$ cat src/rtl/alu_issue_ctrl_pkg.sv
// Shared types for the ALU issue controller: opcodes, data/address types, FSM state, latched request.
// No logic beyond two small helpers used by the controller.
package alu_issue_ctrl_pkg;

    localparam int ADDR_W = 16;

    typedef logic [31:0]       data_t;
    typedef logic [ADDR_W-1:0] instruction_memory_address_t;

    typedef enum logic [3:0] {
        ALU_NOP    = 4'd0,
        ALU_ADD    = 4'd1,
        ALU_SUB    = 4'd2,
        ALU_AND    = 4'd3,
        ALU_OR     = 4'd4,
        ALU_XOR    = 4'd5,
        ALU_SLL    = 4'd6,
        ALU_SRL    = 4'd7,
        ALU_MUL    = 4'd8,
        ALU_DIV    = 4'd9,
        ALU_ADDI   = 4'd10,
        ALU_DIVI   = 4'd11,
        ALU_BEQZ   = 4'd12,
        ALU_JAL    = 4'd13,
        ALU_RSVD_E = 4'd14,
        ALU_RSVD_F = 4'd15
    } alu_instruction_t;

    typedef enum logic [1:0] {
        ST_IDLE,
        ST_EXEC,
        ST_CAPTURE,
        ST_DONE
    } issue_state_t;

    typedef struct packed {
        alu_instruction_t            instr;
        logic [4:0]                  rd;
        data_t                       op1;
        data_t                       op2;
        data_t                       imm;
        instruction_memory_address_t pc;
    } issue_req_t;

    // Branch target wraps within the instruction address space.
    function automatic instruction_memory_address_t branch_target(
        input instruction_memory_address_t pc,
        input data_t                       imm
    );
        return pc + imm[ADDR_W-1:0];
    endfunction

    function automatic logic is_div_by_zero(
        input alu_instruction_t instr,
        input data_t            op2,
        input data_t            imm
    );
        return ((instr == ALU_DIV) && (op2 == '0)) || ((instr == ALU_DIVI) && (imm == '0));
    endfunction

endpackage

$ cat src/rtl/alu_issue_ctrl.sv
// Issues one op to an external 1-cycle ALU and formats its completion; optional LOCKIN_DIV_ZERO_GUARD_EN skips the ALU on divide-by-zero.
// Latency: accept -> out_valid in 3 cycles (EXEC, CAPTURE, DONE); one op per 4 cycles at best.
// Backpressure: req_ready only in IDLE; DONE holds all out_* until out_ready.
module alu_issue_ctrl
    import alu_issue_ctrl_pkg::*;
(
    input  logic                        clk,
    input  logic                        reset,

    input  logic                        req_valid,
    output logic                        req_ready,
    input  alu_instruction_t            req_instr,
    input  logic [4:0]                  req_rd,
    input  logic [31:0]                 req_op1,
    input  logic [31:0]                 req_op2,
    input  logic [31:0]                 req_imm,
    input  instruction_memory_address_t req_pc,

    output logic                        alu_enable,
    output alu_instruction_t            alu_instruction,
    output logic [31:0]                 alu_op1,
    output logic [31:0]                 alu_op2,
    output logic [31:0]                 alu_imm,
    output instruction_memory_address_t alu_pc,
    input  logic [31:0]                 alu_result,
    input  logic                        alu_eq,

    output logic                        out_valid,
    input  logic                        out_ready,
    output logic                        out_wb_en,
    output logic [4:0]                  out_rd,
    output logic [31:0]                 out_data,
    output logic                        out_br_valid,
    output logic                        out_br_taken,
    output instruction_memory_address_t out_br_target,
    output logic                        busy
);

    issue_state_t                state;
    issue_req_t                  lat;
    logic                        div_zero_skip;
    logic                        skip_alu;
    instruction_memory_address_t pc_inc;

    logic                        nxt_wb_en;
    data_t                       nxt_data;
    logic                        nxt_br_valid;
    logic                        nxt_br_taken;
    instruction_memory_address_t nxt_br_target;

`ifdef LOCKIN_DIV_ZERO_GUARD_EN
    assign skip_alu = is_div_by_zero(req_instr, req_op2, req_imm);
`else
    assign skip_alu = 1'b0;
`endif

    assign alu_instruction = lat.instr;
    assign alu_op1         = lat.op1;
    assign alu_op2         = lat.op2;
    assign alu_imm         = lat.imm;
    assign alu_pc          = lat.pc;

    assign pc_inc = lat.pc + instruction_memory_address_t'(1);

    // Completion fields derived from the latched op and the ALU's CAPTURE-cycle output.
    always_comb begin
        nxt_wb_en     = (lat.instr != ALU_BEQZ) && (lat.rd != 5'd0);
        nxt_data      = alu_result;
        nxt_br_valid  = 1'b0;
        nxt_br_taken  = 1'b0;
        nxt_br_target = '0;
        case (lat.instr)
            ALU_BEQZ: begin
                nxt_br_valid  = 1'b1;
                nxt_br_taken  = alu_eq;
                nxt_br_target = branch_target(lat.pc, lat.imm);
            end
            ALU_JAL: begin
                nxt_br_valid  = 1'b1;
                nxt_br_taken  = 1'b1;
                nxt_br_target = alu_result[ADDR_W-1:0];
                nxt_data      = data_t'(pc_inc);
            end
            default: ;
        endcase
        if (div_zero_skip) begin
            nxt_data = '1;
        end
    end

    always_ff @(posedge clk) begin
        if (reset) begin
            state         <= ST_IDLE;
            req_ready     <= 1'b1;
            busy          <= 1'b0;
            alu_enable    <= 1'b0;
            lat           <= '0;
            div_zero_skip <= 1'b0;
            out_valid     <= 1'b0;
            out_wb_en     <= 1'b0;
            out_rd        <= '0;
            out_data      <= '0;
            out_br_valid  <= 1'b0;
            out_br_taken  <= 1'b0;
            out_br_target <= '0;
        end else begin
            case (state)
                ST_IDLE: begin
                    if (req_valid && req_ready) begin
                        lat           <= '{instr: req_instr, rd: req_rd, op1: req_op1,
                                           op2: req_op2, imm: req_imm, pc: req_pc};
                        div_zero_skip <= skip_alu;
                        alu_enable    <= !skip_alu;
                        req_ready     <= 1'b0;
                        busy          <= 1'b1;
                        state         <= ST_EXEC;
                    end
                end
                ST_EXEC: begin
                    alu_enable <= 1'b0;
                    state      <= ST_CAPTURE;
                end
                ST_CAPTURE: begin
                    out_valid     <= 1'b1;
                    out_wb_en     <= nxt_wb_en;
                    out_rd        <= lat.rd;
                    out_data      <= nxt_data;
                    out_br_valid  <= nxt_br_valid;
                    out_br_taken  <= nxt_br_taken;
                    out_br_target <= nxt_br_target;
                    state         <= ST_DONE;
                end
                ST_DONE: begin
                    if (out_ready) begin
                        out_valid <= 1'b0;
                        req_ready <= 1'b1;
                        busy      <= 1'b0;
                        state     <= ST_IDLE;
                    end
                end
                default: state <= ST_IDLE;
            endcase
        end
    end

endmodule

$ cat config.mk
export PLATFORM = sky130hd
export DESIGN_NAME = alu_issue_ctrl
export DESIGN_NICKNAME = d
export VERILOG_FILES = /design/src/rtl/alu_issue_ctrl_pkg.sv /design/src/rtl/alu_issue_ctrl.sv
export SDC_FILE = /design/constraint.sdc
export NUM_CORES = 1
export LEC_CHECK = 0
export BUFFER_PORTS_ARGS = -buffer_cell sky130_fd_sc_hd__buf_4
export CAP_MARGIN = 20
export CORE_MARGIN = 2
export CORE_UTILIZATION = 35
export CTS_BUF_LIST = sky130_fd_sc_hd__clkbuf_16
export CTS_CLUSTER_SIZE = 14
export DETAILED_ROUTE_END_ITERATION = 16
export PLACE_DENSITY_LB_ADDON = 0.2
export SETUP_SLACK_MARGIN = 0.3
export SLEW_MARGIN = 20
export SYNTH_ARGS = -nofsm -noshare
export SYNTH_HDL_FRONTEND = slang
export SYNTH_SLANG_ARGS = --single-unit
$ cat constraint.sdc
create_clock -name clk -period 2.1 [get_ports clk]
set_input_delay 0 -clock clk [delete_from_list [all_inputs] [get_ports clk]]
set_output_delay 0 -clock clk [all_outputs]
set_load 0.02 [all_outputs]
==> results.py <==
metrics = {
    "worst_setup_path": {
        "path_class": "flop to flop",
        "crit_path_end_kind": "flop",
        "worstPathArrival_ns": 2.39,
        "crit_required_ns": 2.46,
        "path_cells": "ha_4, inv_2, fa_2, nor2b_2, o211ai_1, buf_4, a211oi_2, mux2i_1, a22oi_1, nor2_1",
        "crit_buf_inv": 2,
        "r2r_setup_slack_ns": 0.07,
        "startpoint_type": "flop",
        "cp_top_family": "adder cells",
        "crit_fanout": 3,
        "crit_path_top_delay_cell": "fa_2",
        "r2r_cells": 10,
        "slowest_delay_ns": 0.37,
        "r2r_start": "alu_pc[0]$_SDFFE_PP0P_",
        "r2r-end": "out_br_target[8]$_SDFFE_PP0P_",
    },
    "synth": {
        "async_reset_ff_share_pct": 0,
        "synth-edff-count": 0,
        "syn_avg_cell_area_um2": 7.734,
        "synth_cells": 1119,
        "ys.flop_type": "dfxtp_1",
        "ys_types": 60,
        "synth_top_cell_by_area": "dfxtp_1",
        "syn-num-nets": 1299,
        "yosysSeqAreaShare_pct": 42.33,
        "ys_top_cells_by_area": "dfxtp_1 42%, nand2_1 13%, buf_4 10%, a21oi_1 10%, ha_1 3.0%",
        "synth-seq-cells": 183,
        "yosysTopAreaCellShare_pct": 42.33,
        "netlist_area_mm2": 0.008655,
        "ys_warn_count": 0,
    },
    "cts": {
        "cts_buffer_depth": 2,
        "clock-root-buffer": "clkbuf_16",
        "cts_tree": "done",
        "clk_pin_slew_worst_paths_ns": 0.07,
        "h-tree-depth": 4,
        "clock_sinks": 183,
        "clock_latency_ns": 0.43,
        "cts_inserted_buffers": 17,
    },
    "global_route": {
        "overflow": 0,
        "antenna_found_initial": 1,
        "grt_pass1_vias": 8310,
        "grt_max_degree": 87,
        "grt_pass1_wl_um": 45260,
        "grtUsageTotal_pct": 21.87,
    },
    "die": {
        "die_w_um": 161.3,
        "die_h_um": 161.3,
        "core_area_mm2": 0.02432,
        "io_pins": 334,
        "start_util_pct": 35.59,
        "core.rowCount": 57,
        "die_area_mm2": 0.02600,
    },
    "hold_path": {
        "hold_class": "input port to flop",
        "hold_end": "out_data[10]$_SDFFE_PP0P_",
        "hold-path-cell-count": 2,
        "hold_start": "reset",
    },
    "routing": {
        "drc": 0,
        "post_drt_wl_per_cell_um": 16.38,
        "ant_nets": 0,
        "drt_wl_total_um": 29940,
        "dr.pass1.iters": 5,
        "drtIter0Drc": 549,
        "vias_per_cell": 4.780,
        "vias": 8737,
    },
    "power": {
        "power.density_mw_per_mm2": 1014,
        "leakage_nw": 5.676,
        "peakVddDrop_mv": 0.5560,
    },
    "sta": {
        "drv_slew": 0,
        "holdWs_ns": 0.01730,
        "finClkSkew_ns": 0.01226,
        "setup_viol": 0,
        "min_period_over_period_pct": 96.71,
        "period_minus_slack_ns": 2.031,
        "grt_setup_unrepaired": "yes",
        "relSlewSlack_pct": 57.83,
        "hold_viol_final": 0,
        "worstMarginPinSlew_ns": 0.6325,
        "worst_slack_ns": 0.06906,
        "timing.fmax_ghz": 0.4924,
    },
    "final_layout": {
        "nets": 1671,
        "syn_to_final_growth_pct": 56.41,
        "nFillCells": 2234,
        "final_area_mm2": 0.01354,
        "drive_gt1_share_pct": 33.33,
    },
    "placement": {
        "placed_area_mm2": 0.01084,
        "dpl.hpwl_um": 20550,
        "place_congestion": 0.8471,
        "place_ws_ns": -0.002771,
        "io_buffers": 333,
    },
    "flow_run": {
        "cap_violations": 0,
    },
    "run_status": {
        "status": "completed",
    },
}
## placed cells by master, fill, tap and decap left out, drive strengths merged, types with 5 or more instances in the layout
cell / n
buf: 379
nand2: 305
dfxtp: 183
a21oi: 175
dlygate4sd3: 156
nor2: 63
nand3: 26
o21ai: 23
ha: 21
clkbuf: 18
inv: 17
xnor2: 13
mux2i: 12
xor2: 10
a211oi: 10
nor3: 9
o211ai: 6
nand4: 5
a31oi: 5
clkinv: 5
## registers in the layout, summed over array words and instances (netlist names), 2 cells and up
signal           flops
alu_instruction      4
alu_op1             32
lat                  5
alu_op2             32
out_rd               5
alu_pc              16
out_br_target       16
state                2
out_data            32
alu_imm             32
## stage by stage
stage / instances / power (mW) / TNS (ns) / util [%]
6_report: 1828 / 13.73 / 0 / 55.66
2_1_floorplan: 1119 / 8.202 / 0 / -
4_1_cts: 1811 / 13.47 / 0 / 53.81
5_1_grt: 1828 / 14.54 / -0.06732 / 55.66
3_3_place_gp: 1622 / 9.882 / 0 / 44.57
3_5_place_dp: 1622 / 9.902 / -0.002771 / 44.57
## layer usage
layer / wire length, µm / global-route usage (%)
met1: 13410 / 28.94
met2: 13840 / 35.41
met3: 2263 / 6.009
met4: 430 / 5.519
met5: 0 / 0
## cell families after synthesis
logic type / Yosys count / synth area share [%]
xor+xnor: 23 / 2.328
compound gates: 250 / 16.29
buf+inv: 195 / 13.75
mux: 13 / 1.518
flops: 183 / 42.33
simple gates: 433 / 20.51
fa+ha+maj: 22 / 3.267
## synthesized netlist by cell type, types with 2 or more instances
cell type / n
and3b_1: 2
o21ai_1: 14
o21ai_0: 8
a211oi_1: 9
inv_1: 9
nor4_1: 3
nand3_1: 26
a21o_1: 3
inv_2: 2
buf_4: 117
nand2b_1: 3
mux2i_1: 12
o21bai_1: 2
o211ai_1: 5
nor3_1: 8
xnor2_1: 13
o21a_1: 3
nand2_2: 2
o22ai_1: 4
buf_1: 10
o31ai_1: 2
a21oi_1: 173
a31oi_1: 5
xor2_1: 10
nor2b_1: 3
dfxtp_1: 183
a311oi_1: 2
buf_2: 15
nor2_1: 63
or3_1: 3
clkbuf_1: 42
and3_1: 3
a32oi_1: 3
a21oi_2: 2
a22oi_1: 4
nand2_1: 303
nand4_1: 5
ha_1: 21
## report_power, final
| group | total (mW) | internal, mW | switching, mW |
|---|---|---|---|
| Clock | 3.25 | 1.69 | 1.56 |
| Combinational | 5.85 | 2.52 | 3.33 |
| Sequential | 4.63 | 4.15 | 0.481 |
## final cells by class
| cell class | instances | area, µm² | share of cell area (%) |
|---|---|---|---|
| Antenna cell | 1 | 2.502 | 0.01849 |
| Tap cell | 324 | 405.4 | 2.995 |
| Clock inverter | 14 | 163.9 | 1.211 |
| Multi-Input combinational cell | 742 | 4249 | 31.39 |
| Clock buffer | 17 | 425.4 | 3.143 |
| Timing Repair Buffer | 536 | 4553 | 33.64 |
| Sequential cell | 183 | 3694 | 27.29 |
| Inverter | 11 | 43.79 | 0.3235 |
## how the worst max path moves through the flow
stage                                     endpoint  cells after the start                    start  slack, ns
floorplan           out_br_target[14]$_SDFFE_PP0P_                      9   alu_pc[0]$_SDFFE_PP0P_       0.22
global placement    out_br_target[14]$_SDFFE_PP0P_                      9  alu_imm[0]$_SDFFE_PP0P_       0.06
detailed placement  out_br_target[14]$_SDFFE_PP0P_                      9  alu_imm[0]$_SDFFE_PP0P_     -0.003
CTS                 out_br_target[14]$_SDFFE_PP0P_                      9  alu_imm[0]$_SDFFE_PP0P_       0.09
global route        out_br_target[12]$_SDFFE_PP0P_                      9   alu_pc[0]$_SDFFE_PP0P_      -0.04
finish               out_br_target[8]$_SDFFE_PP0P_                     10   alu_pc[0]$_SDFFE_PP0P_       0.07
## what timing repair did
action | 4_1_cts | 5_1_grt
setup buffers | 2 | 14
hold buffers | 156 | 0
hold endpoints to repair | 163 | 0
gates cloned | 0 | 2
pin swaps | 10 | 30
endpoints found under the setup margin | 14 | 115
resized for setup | 18 | 64
No activity file was read; power rests on OpenSTA's default activity.
